--- src/rtl/lcd_pkg.sv ---
// Shared definitions for the LCD frame sequencer slice.
//   state_t      - sequencer state, 2-bit encoding visible on the STATE port
//   PAT_*        - pattern indices understood by the pixel datapath
//   DEFAULT_DEBOUNCE_CYCLES - 10 ms of stable level at a 9 MHz pixel clock
//   next_pattern - wrapping pattern-index increment
package lcd_pkg;

  typedef enum logic [1:0] {
    WAIT_LOCK = 2'd0,
    BLANKING  = 2'd1,
    RUN       = 2'd2
  } state_t;

  localparam logic [2:0] PAT_CHECKER = 3'd0;
  localparam logic [2:0] PAT_BARS    = 3'd1;
  localparam logic [2:0] PAT_GRAD    = 3'd2;
  localparam logic [2:0] PAT_SOLID   = 3'd3;

  localparam int DEFAULT_DEBOUNCE_CYCLES = 90000;

  // Advance a pattern index, wrapping to 0 after the last legal index.
  function automatic logic [2:0] next_pattern(input logic [2:0] cur,
                                              input logic [2:0] last);
    return (cur == last) ? 3'd0 : cur + 3'd1;
  endfunction

endpackage

--- src/rtl/btn_debounce.sv ---
// Debouncer for one asynchronous, active-low push button.
//   clk    - sampling clock
//   rst_n  - asynchronous active-low reset
//   btn_n  - raw button, pressed = 0
//   press  - one-cycle pulse when the debounced level goes 1 -> 0
// A new level is accepted only after it has been seen continuously for
// DEBOUNCE_CYCLES cycles after synchronization. Release raises no event.
module btn_debounce
  import lcd_pkg::*;
#(
  parameter int DEBOUNCE_CYCLES = DEFAULT_DEBOUNCE_CYCLES
) (
  input  logic clk,
  input  logic rst_n,
  input  logic btn_n,
  output logic press
);

  localparam int CW = (DEBOUNCE_CYCLES > 1) ? $clog2(DEBOUNCE_CYCLES) : 1;
  localparam logic [CW-1:0] LAST = CW'(DEBOUNCE_CYCLES - 1);

  logic          sync1;
  logic          sync2;
  logic          stable;
  logic [CW-1:0] cnt;

  // NOTE: sequential state uses non-blocking assignments so every flop
  // samples pre-edge values regardless of statement order.
  always_ff @(posedge clk or negedge rst_n) begin
    if (!rst_n) begin
      sync1  <= 1'b1;
      sync2  <= 1'b1;
      stable <= 1'b1;
      cnt    <= '0;
      press  <= 1'b0;
    end else begin
      sync1 <= btn_n;
      sync2 <= sync1;
      press <= 1'b0;
      if (sync2 != stable) begin
        if (cnt == LAST) begin
          stable <= sync2;
          cnt    <= '0;
          // Only the falling (press) edge of the debounced level is an event.
          press  <= ~sync2;
        end else begin
          cnt <= cnt + 1'b1;
        end
      end else begin
        // Any return to the stable level restarts the qualification window.
        cnt <= '0;
      end
    end
  end

endmodule

--- src/rtl/lcd_frame_sequencer.sv ---
// Panel bring-up and test-pattern sequencer, clocked by the LCD pixel clock.
//   LCD_CLK   - pixel clock
//   BTN_RESET - asynchronous active-low reset
//   PLL_LOCK  - PLL lock flag (asynchronous, synchronized here)
//   BTN_USER  - raw user button, pressed = 0 (asynchronous)
//   VSYNC     - vertical sync, synchronous to LCD_CLK
//   PAT_SEL   - pattern index for the pixel datapath
//   BLANK     - 1 = datapath drives black
//   BL_EN     - backlight enable
//   FRAME_CNT - frame starts seen while running (wraps)
//   STATE     - current sequencer state
// The panel stays blanked until lock plus BLANK_FRAMES frame starts. Button
// presses are collected and applied as a single advance on the next frame
// start, so a frame never shows a mix of two patterns.
module lcd_frame_sequencer
  import lcd_pkg::*;
#(
  parameter int DEBOUNCE_CYCLES  = DEFAULT_DEBOUNCE_CYCLES,
  parameter int BLANK_FRAMES     = 4,
  parameter int NUM_PATTERNS     = 4,
  parameter int VSYNC_ACTIVE_LOW = 1
) (
  input  logic        LCD_CLK,
  input  logic        BTN_RESET,
  input  logic        PLL_LOCK,
  input  logic        BTN_USER,
  input  logic        VSYNC,
  output logic [2:0]  PAT_SEL,
  output logic        BLANK,
  output logic        BL_EN,
  output logic [15:0] FRAME_CNT,
  output logic [1:0]  STATE
);

  // Inactive VSYNC level: high for an active-low sync.
  localparam logic       VS_IDLE    = (VSYNC_ACTIVE_LOW != 0);
  localparam logic [7:0] LAST_BLANK = 8'(BLANK_FRAMES - 1);
  localparam logic [2:0] LAST_PAT   = 3'(NUM_PATTERNS - 1);

  logic       lock_s1;
  logic       lock_s;
  logic       vs_q;
  logic       frame_start;
  logic       press;
  logic       pending;
  logic [7:0] blank_cnt;
  state_t     state;
  state_t     next_state;

  btn_debounce #(
    .DEBOUNCE_CYCLES(DEBOUNCE_CYCLES)
  ) u_btn (
    .clk   (LCD_CLK),
    .rst_n (BTN_RESET),
    .btn_n (BTN_USER),
    .press (press)
  );

  // Inactive-to-active transition of VSYNC marks the start of a frame.
  assign frame_start = (vs_q == VS_IDLE) && (VSYNC != VS_IDLE);

  assign STATE = state;

  // NOTE: next_state gets its default before the case, so no path leaves
  // it unassigned and no latch is inferred.
  always_comb begin
    next_state = state;
    case (state)
      WAIT_LOCK: if (lock_s) next_state = BLANKING;
      BLANKING:  if (frame_start && (blank_cnt == LAST_BLANK)) next_state = RUN;
      RUN:       next_state = RUN;
      default:   next_state = WAIT_LOCK;
    endcase
    // Loss of lock overrides everything, including a same-cycle frame start.
    if (!lock_s) next_state = WAIT_LOCK;
  end

  always_ff @(posedge LCD_CLK or negedge BTN_RESET) begin
    if (!BTN_RESET) begin
      lock_s1   <= 1'b0;
      lock_s    <= 1'b0;
      vs_q      <= VS_IDLE;
      state     <= WAIT_LOCK;
      blank_cnt <= '0;
      pending   <= 1'b0;
      PAT_SEL   <= 3'd0;
      FRAME_CNT <= 16'd0;
      BLANK     <= 1'b1;
      BL_EN     <= 1'b0;
    end else begin
      lock_s1 <= PLL_LOCK;
      lock_s  <= lock_s1;
      vs_q    <= VSYNC;
      state   <= next_state;

      // Panel controls follow the upcoming state so they change on the
      // same edge as STATE.
      BLANK <= (next_state != RUN);
      BL_EN <= (next_state == RUN);

      // Held at zero outside BLANKING, so it starts from zero on entry.
      if (state != BLANKING) begin
        blank_cnt <= '0;
      end else if (frame_start) begin
        blank_cnt <= blank_cnt + 8'd1;
      end

      if ((state == RUN) && lock_s) begin
        if (frame_start) begin
          FRAME_CNT <= FRAME_CNT + 16'd1;
          if (pending) PAT_SEL <= next_pattern(PAT_SEL, LAST_PAT);
        end
        // A press coinciding with a frame start is kept for the next frame;
        // any number of earlier presses collapse into the one advance.
        pending <= press || (pending && !frame_start);
      end else begin
        pending <= 1'b0;
      end
    end
  end

endmodule

--- config.mk ---
export PLATFORM = sky130hd
export DESIGN_NAME = lcd_frame_sequencer
export DESIGN_NICKNAME = d
export VERILOG_FILES = /design/src/rtl/lcd_pkg.sv /design/src/rtl/btn_debounce.sv /design/src/rtl/lcd_frame_sequencer.sv
export SDC_FILE = /design/constraint.sdc
export NUM_CORES = 1
export LEC_CHECK = 0
export CORE_UTILIZATION = 55
export CTS_CLUSTER_SIZE = 20
export DETAILED_ROUTE_END_ITERATION = 8
export GPL_TIMING_DRIVEN = 0
export PLACE_DENSITY = 0.76
export SLEW_MARGIN = 20
export SYNTH_ARGS = -nofsm -noshare
export SYNTH_HDL_FRONTEND = slang
export SYNTH_SLANG_ARGS = --single-unit
--- constraint.sdc ---
create_clock -name LCD_CLK -period 4.5 [get_ports LCD_CLK]
set_input_delay 0.9 -clock LCD_CLK [delete_from_list [all_inputs] [get_ports LCD_CLK]]
set_output_delay 0.9 -clock LCD_CLK [all_outputs]
set_load 0.05 [all_outputs]
==> impl_results.md, run 1 <==
* Outcome: finished, final reports clean
* Effective utilization at floorplan at between 50% and 60%
* Power Dens Cells at between 200 and 300 mW/mm2
* Most frequent cells in the layout: 51 x dfrtp_1, 26 x nor2_1, 26 x clkdlybuf4s50_1
* DP HPWL at ~3000 um
* TritonCTS clock tree: done
* PortBufs at 27
* Setup crit end kind: register
* Register area share after synthesis at 56.56%
* Num CTS Buffers at 5
* Synth Net Count at between 200 and 250
* Num rows at 24
* Detailed-route wire length at roughly 4300 um
* Final min period at 2.552 ns
* Cells after synthesis at between 200 and 250
* Filler Cells Inserted at 342
* Vias in the first global route at ~1700
* Yosys warning total at 0
* N_diodes at 0
* Worst-Margin Slew at ~0.77 ns
* Layout Nets at around 270
* Max VDD drop at ~0.00019 V
* Min-delay worst type: register to register
* Synth Area in Simple Gates at 21.77%
* Worst Clk Skew at 0.006510 ns
* CTS root buf: clkbuf_8
* Synth Area in XOR/XNOR at between 10% and 20%
* Max-cap violations at 0
* Commonest non-fill, non-tap cell in the layout: dfrtp_1
* Final worst path period share at 56.70%
* Metal3 WL at around 94 um
* CP Max Fanout at 7
* Setup TNS Final at 0 ns
* Post_cts resized at 0
* Vias at 1697
* Adder-cell share of the synthesized area at 2.011%
* Min setup slack post-route at between 1.5 and 2 ns
* First-pass GRT wire length at roughly 7600 um
* Reg clk slew, reported paths at 0.10 ns
* Hold Vio Cnt, Final at 0
* Multi-input gate area at just over 0.001 mm2
* Crit Path Class: input pin to register
* CP arrival at 2.74 ns
* Startpoint Class: input pin
* Slowest CP cell: nor3_1
* Largest family of logic cells by synthesized area: simple AND/OR/NAND/NOR gates
* DRT iter0 DRCs at between 60 and 70
* Worst slack, placed at roughly 1.6 ns
* Yosys reg bits at between 50 and 60
* Synth cell types at 38
* Via density at roughly 5.5
* Reg area at about 0.0014 mm2
* Area Growth Syn to Fin at 17.70%
* Crit-path leading delay family: simple AND/OR/NAND/NOR gates
* First-pass detailed-route iteration total at 4
* Leak at between 1 and 1.5 nW
* Uppermost routed layer: met4
* Die Span Y at between 60 and 70 um
* # IOs at 28
* Mapped Avg Cell Area at around 11 um2
* WP data required at ~4.7 ns
* Cells along the critical path: clkdlybuf4s50_1 -> nand2b_1 -> nor3_1 -> nand2_1 -> mux2_2
* Cell area after synthesis at 0.002489 mm2
* Clock Tree Buf Depth at 2
* Max stage delay on crit path at roughly 0.65 ns
* Postcts setup bufs at 0
* Clk sinks at 56
* GRT Util Overall at 19.72%
* Die ar. at ~0.0048 mm2
* Buffer and inverter count on the worst path at 1
* Top_reg_cell synth: dfrtp_1
* Placer Congestion at 0.8279
* Met2 routed WL at 2182 um
* Die extent in x at between 60 and 70 um
* Post-synthesis mux area share at ~2%
* H-tree depth at 2
* Initial antenna violation count at 0
* Synth Area in Compound Gates at approximately 3.1%
* Max transition margin at about half
* Hold_buf cts at 0
* Antenna viol nets, final at 0
* Clk Latency, worst-skew pair at roughly 0.3 ns
* Largest net degree at the start of global routing at 57
* # DRC at 0
* Core area at between 0.004 and 0.005 mm2
* Final setup viols at 0
* Global route total overflow at 0
* RSZ-0062 raised after global routing: false
* Final Max Tran Viols at 0
* Post-synth EDFFs at 0
* Fraction of registers with async set/reset at 100.0%
* Wl on met1 at between 1500 and 2000 um
* FMAX at 391.9 MHz
* Drt wl/cell at 13.79 um
* Layout cells sized above 1 at ~8.9%
-- per-layer routing --
metal,global-route usage [%],vias up
met1,24.78,831
met5,0,-
met4,7.483,0
met2,33.55,27
met3,4.070,2
li1,-,837
-- through the flow --
step	hold WS, ns	cell area (um2)	power [mW]	utilization [%]	cells
after floorplan	0.3312	2489	0.5394	-	223
after global placement	0.3442	2824	0.5576	64.86	302
after detailed placement	0.3378	2821	0.5584	64.80	302
after CTS	0.3598	2929	0.8768	67.27	310
after global routing	0.3630	2929	0.8984	67.27	310
final	0.3578	2929	0.8654	67.27	310
-- state kept, by name, indices dropped and copies added, names as in the netlist, 2 cells and up --
name       cells
u_btn.cnt     17
FRAME_CNT     16
blank_cnt      8
PAT_SEL        3
STATE          2
-- area by class of cell --
cell class | count | area share [%]
plain buffers | 3 | 0.6408
clock buffers | 6 | 2.478
clock inverters | 2 | 1.196
inverters | 8 | 1.025
multi-input cells | 156 | 35.24
flip-flops and latches | 56 | 48.06
well taps | 52 | 2.221
repair buffers | 27 | 9.141
-- power breakdown --
| part | switching [mW] | internal (mW) |
|---|---|---|
| clock network | 0.152 | 0.165 |
| logic | 0.0209 | 0.0103 |
| registers | 0.00633 | 0.510 |
-- cell families (layout without fill, tap and decap cells) --
kind of cell             count (synthesis)  in the layout
multiplexers                             4              4
buffers and inverters                   11             46
AO/OA/AOI/OAI                           12             12
flip-flops                              56             56
adder cells (fa/ha/maj)                  4              4
AND/OR/NAND/NOR                        100            100
XOR/XNOR                                36             36
-- worst paths after layout --
path                       cells after the start           end  slack [ns]    startpoint
setup reg to reg                               5  u_btn.cnt[9]        2.50  u_btn.cnt[4]
max in group asynchronous                      1  u_btn.cnt[6]        3.42     BTN_RESET
hold reg to reg                                0        lock_s        0.36       lock_s1
setup / recovery                               5    PAT_SEL[1]        1.95         VSYNC
min in group asynchronous                      1  FRAME_CNT[0]        0.63     BTN_RESET
hold / removal                                 0        lock_s        0.36       lock_s1
-- synth_stat cells, drive strengths merged, types with 2 or more instances --
| library cell | instances | share of area (%) |
|---|---|---|
| a211oi | 2 | 0.60 |
| a21oi | 5 | 1.0 |
| and3 | 4 | 1.1 |
| and4 | 3 | 1.1 |
| and4b | 2 | 0.80 |
| clkbuf | 2 | 0.30 |
| dfrtp | 51 | 51 |
| dfstp | 5 | 5.3 |
| ha | 4 | 2.0 |
| inv | 8 | 1.2 |
| mux2 | 4 | 2.0 |
| nand2 | 16 | 2.7 |
| nand2b | 2 | 0.50 |
| nand3 | 9 | 1.8 |
| nand4 | 13 | 3.3 |
| nor2 | 26 | 3.9 |
| nor3 | 11 | 2.2 |
| nor4 | 4 | 1.0 |
| or4b | 2 | 0.80 |
| xnor2 | 17 | 6.0 |
| xor2 | 19 | 6.7 |
Power figures use the tool's default switching activity.
==> run 2, diff against run 1 <==
--- a/config.mk
+++ b/config.mk
@@ -5,11 +5,11 @@
 export SDC_FILE = /design/constraint.sdc
 export NUM_CORES = 1
 export LEC_CHECK = 0
-export CORE_UTILIZATION = 55
+export CORE_UTILIZATION = 50
 export CTS_CLUSTER_SIZE = 20
 export DETAILED_ROUTE_END_ITERATION = 8
 export GPL_TIMING_DRIVEN = 0
-export PLACE_DENSITY = 0.76
+export PLACE_DENSITY = 0.73
 export SLEW_MARGIN = 20
 export SYNTH_ARGS = -nofsm -noshare
 export SYNTH_HDL_FRONTEND = slang
==> constraint.sdc (replaced) <==
create_clock -name LCD_CLK -period 2.15 [get_ports LCD_CLK]
set_input_delay 0.43 -clock LCD_CLK [delete_from_list [all_inputs] [get_ports LCD_CLK]]
set_output_delay 0.43 -clock LCD_CLK [all_outputs]
set_load 0.05 [all_outputs]
==> impl_results.md, run 2 (same netlist as run 1, synthesis figures left out) <==
* Outcome: finished, final reports clean
* Num rows at 25
* Max VDD drop at 0.0004687 V
* Final setup viols at 0
* # IOs at 28
* Worst R2R Path Depth at 5
* Clk sinks at 56
* N_diodes at 0
* Top reg by flops: u_btn.cnt
* Max transition margin at between 50% and 60%
* Placer Congestion at approximately 0.82
* Via density at ~5.2
* Leak at between 1 and 1.5 nW
* Final Max Tran Viols at 0
* Initial antenna violation count at 0
* Startpoint Class: register
* Clk Latency, worst-skew pair at 0.31 ns
* CTS root buf: clkbuf_8
* Reg clk slew, reported paths at 0.10 ns
* CP arrival at about 1.6 ns
* Commonest non-fill, non-tap cell in the layout: dfrtp_1
* First-pass detailed-route iteration total at 4
* Setup crit end kind: output pin
* TritonCTS clock tree: done
* Crit Path Class: register to output pin
* GRT Util Overall at 17.70%
* Largest net degree at the start of global routing at 57
* Drt wl/cell at around 13 um
* Core area at 0.004755 mm2
* Most frequent cells in the layout: 51 x dfrtp_1, 26 x nor2_1, 26 x clkdlybuf4s50_1
* Effective utilization at floorplan at a little over half
* Area Growth Syn to Fin at 18.05%
* Final min period at just over 2 ns
* FMAX at slightly below 500 MHz
* Detailed-route wire length at around 4200 um
* Postcts setup bufs at 0
* Worst slack, placed at -0.2052 ns
* Min-delay worst type: input pin to async pin
* Worst Clk Skew at approximately 0.0033 ns
* WP data required at 1.72 ns
* RSZ-0062 raised after global routing: false
* Crit-path leading delay family: buffers and inverters
* Max reg flops at 17
* Max-cap violations at 0
* Hold Vio Cnt, Final at 0
* Slowest CP cell: clkdlybuf4s50_1
* First-pass GRT wire length at slightly above 7000 um
* Vias in the first global route at 1599
* CP Max Fanout at 8
* Cells along the critical path: clkdlybuf4s50_1
* Clock Tree Buf Depth at 2
* Buffer and inverter count on the worst path at 1
* Layout Nets at ~270
* Vias at around 1700
* Num CTS Buffers at 5
* Max stage delay on crit path at 0.85 ns
* Die ar. at ~0.0053 mm2
* # DRC at 0
* Worst-Margin Slew at 0.6739 ns
* Min setup slack post-route at 0.07607 ns
* Biggest regs: u_btn.cnt x17, FRAME_CNT x16, blank_cnt x8
* DRT iter0 DRCs at ~120
* Global route total overflow at 0
* Final worst path period share at 96.46%
* WHS at 0.1479 ns
* H-tree depth at 2
* Die Span Y at 72.55 um
* PortBufs at 27
* Layout cells sized above 1 at 9.690%
* Antenna viol nets, final at 0
* Power Dens Cells at about 580 mW/mm2
* DP HPWL at ~3000 um
* Die extent in x at a little over 70 um
* Worst path depth at 1
## run 2: cell types whose count changed in the layout (fill, tap and decap cells not counted), sizes merged
cell and change:
bufinv -1, clkbuf -1, clkinvlp +2
## run 2: final timing paths
path / slack, ns / endpoint / startpoint
max: 0.08 / STATE[0] / STATE[0]
min: 0.15 / blank_cnt[7] / BTN_RESET
max reg2reg: 0.14 / u_btn.cnt[12] / u_btn.cnt[4]
min reg2reg: 0.36 / lock_s / lock_s1
max in group asynchronous: 1.56 / u_btn.cnt[16] / BTN_RESET
min in group LCD_CLK: 0.36 / lock_s / lock_s1
## run 2: final cells by class
type                       instances  area, um2
buffer                             3      18.77
clock buffer                       5      68.82
clock inverter                     3      23.77
fill                             404       1817
inverter                           8      30.03
multi-input combinational        156       1037
sequential                        56       1408
tap                               67      83.83
timing repair buffer              27      267.8
## run 2: repair_timing
action / CTS / global route
gates resized for setup: 0 / 1
hold buffers: 0 / 0
setup endpoints to repair: 0 / 1
## run 2: layer usage
metal  vias to the layer above  routed length [um]  global-route usage (%)  part of all wire (%)
li1                        843                   -                       -                     -
met1                       798                1977                   23.00                    48
met2                        29                1949                   28.14                    47
met3                         8                 142                   4.722                   3.4
met4                         0                  85                   7.407                   2.0
met5                         -                   0                       0                     0
## run 2: per-stage QoR
stage	area [um2]	std cells	power, mW	setup TNS, ns	util [%]
final	2938	325	1.719	0	61.79
after global routing	2938	325	1.793	0	61.79
after floorplan	2489	223	1.129	0	-
after global placement	2843	317	1.168	-55.12	59.79
after CTS	2933	325	1.745	0	61.68
after detailed placement	2840	317	1.168	-0.7628	59.74
## run 2: report_power, final
part           leakage (nW)  internal [mW]  switching (mW)
sequential            0.734           1.07          0.0136
combinational         0.495         0.0217          0.0435
clock                0.0404          0.231           0.341
==> run 3, diff against run 2 <==
--- a/config.mk
+++ b/config.mk
@@ -6,7 +6,6 @@
 export NUM_CORES = 1
 export LEC_CHECK = 0
 export CORE_UTILIZATION = 50
-export CTS_CLUSTER_SIZE = 20
 export DETAILED_ROUTE_END_ITERATION = 8
 export GPL_TIMING_DRIVEN = 0
 export PLACE_DENSITY = 0.73
==> results of run 3 <==
Same layout as run 2: the final DEF is identical, and so are final timing and power.
